$ cat config.mk
export PLATFORM = sky130hd
export DESIGN_NAME = can_bit_destuffer
export DESIGN_NICKNAME = d
export VERILOG_FILES = /design/src/rtl/can_pkg.sv /design/src/rtl/can_bit_destuffer.sv
export SDC_FILE = /design/constraint.sdc
export NUM_CORES = 1
export LEC_CHECK = 0
export CORE_MARGIN = 2
export CORE_UTILIZATION = 35
export CTS_CLUSTER_DIAMETER = 200
export DETAILED_ROUTE_END_ITERATION = 6
export SYNTH_ARGS = -nofsm -noshare
export SYNTH_HDL_FRONTEND = slang
export SYNTH_SLANG_ARGS = --single-unit
$ cat constraint.sdc
create_clock -name SP -period 1.5 [get_ports SP]
set_input_delay 0.15 -clock SP [delete_from_list [all_inputs] [get_ports SP]]
set_output_delay 0.15 -clock SP [all_outputs]
set_load 0.01 [all_outputs]
$ cat src/rtl/can_pkg.sv
// Shared CAN receive-path definitions.
//   destuff_state_t : bit destuffer FSM states
//   DOMINANT/RECESSIVE : bus levels
//   DEFAULT_RUN_LEN : equal-bit run length after which a stuff bit follows
package can_pkg;

    typedef enum logic [1:0] {
        IDLE   = 2'd0,
        RUN    = 2'd1,
        EXPECT = 2'd2,
        ERR    = 2'd3
    } destuff_state_t;

    localparam logic DOMINANT  = 1'b0;
    localparam logic RECESSIVE = 1'b1;

    localparam int DEFAULT_RUN_LEN = 5;

endpackage

$ cat src/rtl/can_bit_destuffer.sv
// CAN bit destuffer, clocked once per bit at the sample point.
// Removes stuff bits inside the stuffed region, flags stuffing violations
// and counts removed stuff bits per frame.
//
// Ports:
//   SP        - sample-point clock, rising edge
//   reset     - synchronous, active-high
//   RX        - sampled bus bit (0 dominant, 1 recessive)
//   STUFF_EN  - high while inside the stuffed region (SOF..CRC)
//   BIT_OUT   - registered data bit (1 SP latency)
//   BIT_VALID - BIT_OUT is a data bit (low for stuff bits and in error)
//   STF_E     - stuff error, active-low
//   STUFF_CNT - stuff bits removed in the current frame, saturating
//
// RUN_LEN is expected to be at least 2 (a frame start opens a run of one).
module can_bit_destuffer
    import can_pkg::*;
#(
    parameter int RUN_LEN = DEFAULT_RUN_LEN,
    parameter int CNT_W   = 8
) (
    input  logic             SP,
    input  logic             reset,
    input  logic             RX,
    input  logic             STUFF_EN,
    output logic             BIT_OUT,
    output logic             BIT_VALID,
    output logic             STF_E,
    output logic [CNT_W-1:0] STUFF_CNT
);

    localparam int RUN_W = $clog2(RUN_LEN + 1);
    localparam logic [RUN_W-1:0] RUN_MAX = RUN_W'(RUN_LEN);
    localparam logic [RUN_W-1:0] RUN_ONE = RUN_W'(1);
    localparam logic [CNT_W-1:0] CNT_MAX = '1;

    destuff_state_t   state;
    logic             last;
    logic [RUN_W-1:0] run;

    always_ff @(posedge SP) begin
        if (reset) begin
            state     <= IDLE;
            last      <= RECESSIVE;
            run       <= '0;
            BIT_OUT   <= RECESSIVE;
            BIT_VALID <= 1'b0;
            STF_E     <= 1'b1;
            STUFF_CNT <= '0;
        end else begin
            // The data bit always mirrors RX; BIT_VALID decides whether it counts.
            BIT_OUT <= RX;
            case (state)
                IDLE: begin
                    BIT_VALID <= 1'b1;
                    if (STUFF_EN) begin
                        last      <= RX;
                        run       <= RUN_ONE;
                        STUFF_CNT <= '0;
                        state     <= RUN;
                    end else begin
                        run <= '0;
                    end
                end

                RUN: begin
                    BIT_VALID <= 1'b1;
                    if (!STUFF_EN) begin
                        run   <= '0;
                        state <= IDLE;
                    end else if (RX == last) begin
                        run <= run + RUN_ONE;
                        if (run + RUN_ONE == RUN_MAX)
                            state <= EXPECT;
                    end else begin
                        last <= RX;
                        run  <= RUN_ONE;
                    end
                end

                // The stuff rule applies here even if STUFF_EN just fell:
                // this is how the stuff bit after the last CRC bit is removed.
                EXPECT: begin
                    BIT_VALID <= 1'b0;
                    if (RX != last) begin
                        if (STUFF_CNT != CNT_MAX)
                            STUFF_CNT <= STUFF_CNT + 1'b1;
                        last  <= RX;
                        run   <= RUN_ONE;   // stuff bit opens the next run
                        state <= STUFF_EN ? RUN : IDLE;
                    end else begin
                        STF_E <= 1'b0;
                        state <= ERR;
                    end
                end

                ERR: begin
                    if (!STUFF_EN) begin
                        STF_E     <= 1'b1;
                        BIT_VALID <= 1'b1;
                        run       <= '0;
                        state     <= IDLE;
                    end else begin
                        STF_E     <= 1'b0;
                        BIT_VALID <= 1'b0;
                    end
                end

                default: state <= IDLE;
            endcase
        end
    end

endmodule

Word level (Yosys, flattened, before mapping)
Cells that the tools add are included.
{"block": "classes", "add_sub_neg": 2, "eq_ne": 16, "mux": 27, "n_reduce_logical": 10}
{"operator": "two-way mux 8 bit", "n": 3}
{"operator": "case mux 8 bit (2 select lines)", "n": 1}
{"operator": "inequality test 2 bit, second input constant", "n": 7}
{"operator": "two-way mux 2 bit", "n": 6}
{"operator": "two-way mux 3 bit", "n": 4}
{"operator": "case mux 3 bit (4 select lines)", "n": 1}
{"operator": "adder 8 x 1 -> 8 bit, second input constant", "n": 1}
{"operator": "two-way mux 1 bit", "n": 8}
{"operator": "inequality test 8 bit, second input constant", "n": 1}
{"operator": "case mux 2 bit (4 select lines)", "n": 1}
{"operator": "AND reduction 4 bit", "n": 2}
{"operator": "inequality test 3 bit, second input constant", "n": 2}
{"operator": "case mux 1 bit (3 select lines)", "n": 2}
{"operator": "AND reduction 5 bit", "n": 1}
{"operator": "equality test 2 bit, second input constant", "n": 2}
{"operator": "AND reduction 2 bit", "n": 2}
{"operator": "nonzero test 2 bit", "n": 2}
{"operator": "adder 3 x 1 -> 3 bit, second input constant", "n": 1}
{"operator": "equality test 3 bit, second input constant", "n": 1}
{"operator": "nonzero test 3 bit", "n": 1}
{"operator": "equality test 2 x 1 -> 1 bit, second input constant", "n": 1}
{"operator": "zero test 2 bit", "n": 1}
{"operator": "case mux 1 bit (2 select lines)", "n": 1}
{"operator": "OR reduction 2 bit", "n": 1}
{"operator": "2 further kinds", "n": 2}
{"block": "totals", "ff_bits": 17, "inputBits": 4, "out_inout_bits": 11, "word_cells": 62}

Depth between registers and ports, before layout
Gate-level depths: netlist of the first run.
{"block": "logic_depth", "depth_word": 6, "depth_mapped": 5, "mapped_depth_nobuf": 5}

Worst setup path after synthesis of the first run
No wires, ideal clock.
{"block": "synth_timing", "path_type": "register -> register", "start": "reg STUFF_CNT[0]", "end": "reg STUFF_CNT[3]", "setup_time_ns": 0.078, "arrival_ns": 1.460, "t_required_ns": 1.422, "slack_ns": -0.038, "path_stages_with_launch": 6, "path_buffers": 0, "synth_period_minus_slack_ns": 1.538, "path_cell_list": "dfxtp_1 ha_1 nand4_1 nor3_1 and3b_2 nor3_1"}
{"block": "synth_via", "elab_chain_cells": 4, "word_cells_on_any_way": 7, "classes_between": "1 x add/sub; 2 x eq/ne; 3 x mux; 1 x reduce/logical"}
{"item": "from (decl)", "line_no": "can_bit_destuffer.sv:29", "source": "output logic [CNT_W-1:0] STUFF_CNT"}
{"item": "from (signal assigned)", "line_no": "can_bit_destuffer.sv:87", "source": "STUFF_CNT <= STUFF_CNT + 1'b1;"}
{"item": "adder 8 x 1 -> 8 bit", "line_no": "can_bit_destuffer.sv:87"}
{"item": "two-way mux 8 bit", "line_no": "can_bit_destuffer.sv:86", "source": "if (STUFF_CNT != CNT_MAX)"}
{"item": "two-way mux 8 bit", "line_no": "can_bit_destuffer.sv:85", "source": "if (RX != last) begin"}
{"item": "case mux 8 bit (2 select lines)", "line_no": "can_bit_destuffer.sv:53", "source": "case (state)"}
Parallel ways exist; a longest one is shown, timed or not. The select of a mux whose other input is x is not followed.
A chain may end at the register's enable or synchronous reset.

Final worst setup path of the first run
{"block": "layout_timing", "start": "reg STUFF_CNT[6]", "end": "out STUFF_CNT[6]"}
No word-level cell between the ends.

==> results of run 1 <==
==> sequential cells by signal, indices dropped and copies added, names as in the netlist <==
register,flops
BIT_OUT,1
state,2
STF_E,1
run,3
BIT_VALID,1
STUFF_CNT,8
last,1
==> worst paths after layout <==
path / from / endpoint / slack (ps) / depth (start not counted)
worst max-delay path: STUFF_CNT[6]$_SDFFE_PP0P_ / STUFF_CNT[6] / 80 / 1
worst min-delay path: reset / last$_SDFFE_PP1P_ / 500 / 3
worst max register to register: state[0]$_SDFFE_PP0P_ / STUFF_CNT[7]$_SDFFE_PP0P_ / 80 / 4
worst min register to register: STF_E$_SDFFE_PP1P_ / STF_E$_SDFFE_PP1P_ / 500 / 1
==> timing repair <==
| action | 4_1_cts | 5_1_grt |
|---|---|---|
| gates cloned | 0 | 0 |
| pin swaps | 0 | 2 |
| endpoints found under the setup margin | 1 | 5 |
| gates resized for setup | 1 | 3 |
==> synthesized netlist by cell type (3+ instances only) <==
cell type and number:
dfxtp_1 17, a21oi_1 7, nand3_1 7, nor2_1 7
o21ai_0 7, nor2b_1 6, nor3_1 6, inv_1 5
buf_2 3, ha_1 3, nand2_1 3
==> layer usage <==
metal  vias to the layer above  wire (µm)
met4                         0         12
met5                         -          0
met2                        11       1010
li1                        445          -
met3                         2         54
met1                       410        962
==> cell type report <==
cell class,instances,area [µm²]
well taps,30,37.5
inverters,5,18.8
multi-input cells,79,526
clock buffers,3,22.5
flip-flops and latches,17,344
fillers,243,1250
repair buffers,28,248
clock inverters,1,5.00
==> cell families (layout without fill, tap and decap cells) <==
group	after synthesis	in the layout	synth area share
adders and majority gates	3	3	0.0419
buffers and inverters	9	37	0.0419
AOI/OAI and AO/OA	30	30	0.232
xor gates and xnor gates	2	2	0.0279
DFF	17	17	0.380
and+or+nand+nor	44	44	0.277
==> power by group <==
| part | switching [mW] | internal [mW] | total [mW] | leakage [nW] |
|---|---|---|---|---|
| clock network | 0.147 | 0.0991 | 0.246 | 0.0177 |
| registers | 0.00801 | 0.461 | 0.469 | 0.140 |
| logic | 0.0486 | 0.0512 | 0.0997 | 0.328 |
| total | 0.204 | 0.611 | 0.815 | 0.485 |
==> flow_summary.ini, run 1 <==
[yosys]
synthArstFlopShare = 0
yosys_most_used_dff = dfxtp_1
synth.top_cell.area_share = 0.380
yosysUniqueCellTypes = 37
synth-seq-cells = 17
synth_area_leaders = dfxtp_1, ha_1, nor2b_1
synth_edf_count = 0
syn-num-nets = 112
yosysTopAreaCell = dfxtp_1
syn-instance-count = 105
avgSynthCellArea_um2 = 8.53
synthesis.area_um2 = 896
synth_warnings = 0
synth-seq-area-share = 0.380

[layout]
final_area_mm2 = 0.00120
layoutNonFillerInstCount = 163
fin_util = 0.489
antenna_cells = 0
drive_above_1_share = 0.226
nets = 141
syn_to_final_growth_pct = 34.1
layout_common_cells = dfxtp_1, buf_4, clkdlybuf4s50_1

[cts]
clockBufferDepth = 2
cts_setup_buffers = 0
cts-root-buf = clkbuf_4
cts_inserted_buffers = 3
clock_latency_ps = 290
clk_pin_slew_worst_paths_ps = 110
cts_tree = done
h-tree-depth = 1
clock_sinks = 17
postCtsHoldBufs = 0

[drt]
drcViolationCount = 0
via_count = 868
initialDrtViolationCount = 7
via_per_inst = 5.33
wire_per_inst_um = 12.5
totalWireLength_mm = 2.04
dr.pass1.iters = 4
final_antenna_net_count = 0

[floorplan]
num_rows = 18
die_h_um = 54.6
die_w_um = 54.6
ios = 15
initial_core_util = 0.365
core_mm2 = 0.00245
die_area_mm2 = 0.00298

[power_and_ir_drop]
p_total_mw = 0.815
peakVddDrop_mv = 0.352
powerDensity_mw_per_mm2 = 679
leakagePower_nw = 0.485

[placed_design]
io_buffers = 14
dp_hpwl_mm = 1.64
dp.cells = 159
dpl_cell_area_mm2 = 0.00117
gp_congestion = 0.789
dp_slack_ps = -228

[global_route]
met2_usage = 0.244
grtUsageTotal = 0.147
busiest_layer = met2
grt_max_degree = 11
grt_pass1_vias = 751
met1_usage = 0.182
grt_remaining_overflow = 0
grt_use_met3 = 0.0328
grt_pass1_wl_mm = 3.09
grt_antenna_before_repair = 0

[sta]
skew_ps = 11.2
max_freq_ghz = 0.702
slew_headroom = 0.776
period_needed_ps = 1420
worst_slack_ps = 75.5
rsz0062_at_grt = true
finalSetupViolCount = 0
finalHoldViolCount = 0
whs_ps = 496
worstMarginPinSlew_ps = 336
slew_viol_final = 0
period_share = 0.950
tns_ps = 0

[run_status]
status = finished clean

[worst_setup_path]
critPathRequiredTime_ps = 1350
cpMaxStageDelayCell = clkdlybuf4s50_1
cp_top_family = buffers and inverters
start_kind = flip-flop
cp.buffers_inverters = 1
worstPathCellList = clkdlybuf4s50_1
path_max_fanout = 5
cp_slowest_stage_delay_ps = 560
cp-end-kind = primary output
worst_ep_arrival_time_ps = 1270
crit_type = flip-flop to primary output

[worst_hold_path]
hold_class = input port to flip-flop

[flow_run]
max-cap-violations = 0
No activity file was read; power rests on OpenSTA's default activity.
==> run 2: changes to the inputs <==
--- a/config.mk
+++ b/config.mk
@@ -9,6 +9,7 @@
 export CORE_UTILIZATION = 35
 export CTS_CLUSTER_DIAMETER = 200
 export DETAILED_ROUTE_END_ITERATION = 6
+export SLEW_MARGIN = 10
 export SYNTH_ARGS = -nofsm -noshare
 export SYNTH_HDL_FRONTEND = slang
 export SYNTH_SLANG_ARGS = --single-unit
==> results of run 2 <==
Final layout, timing and power as in run 1 (identical DEF).
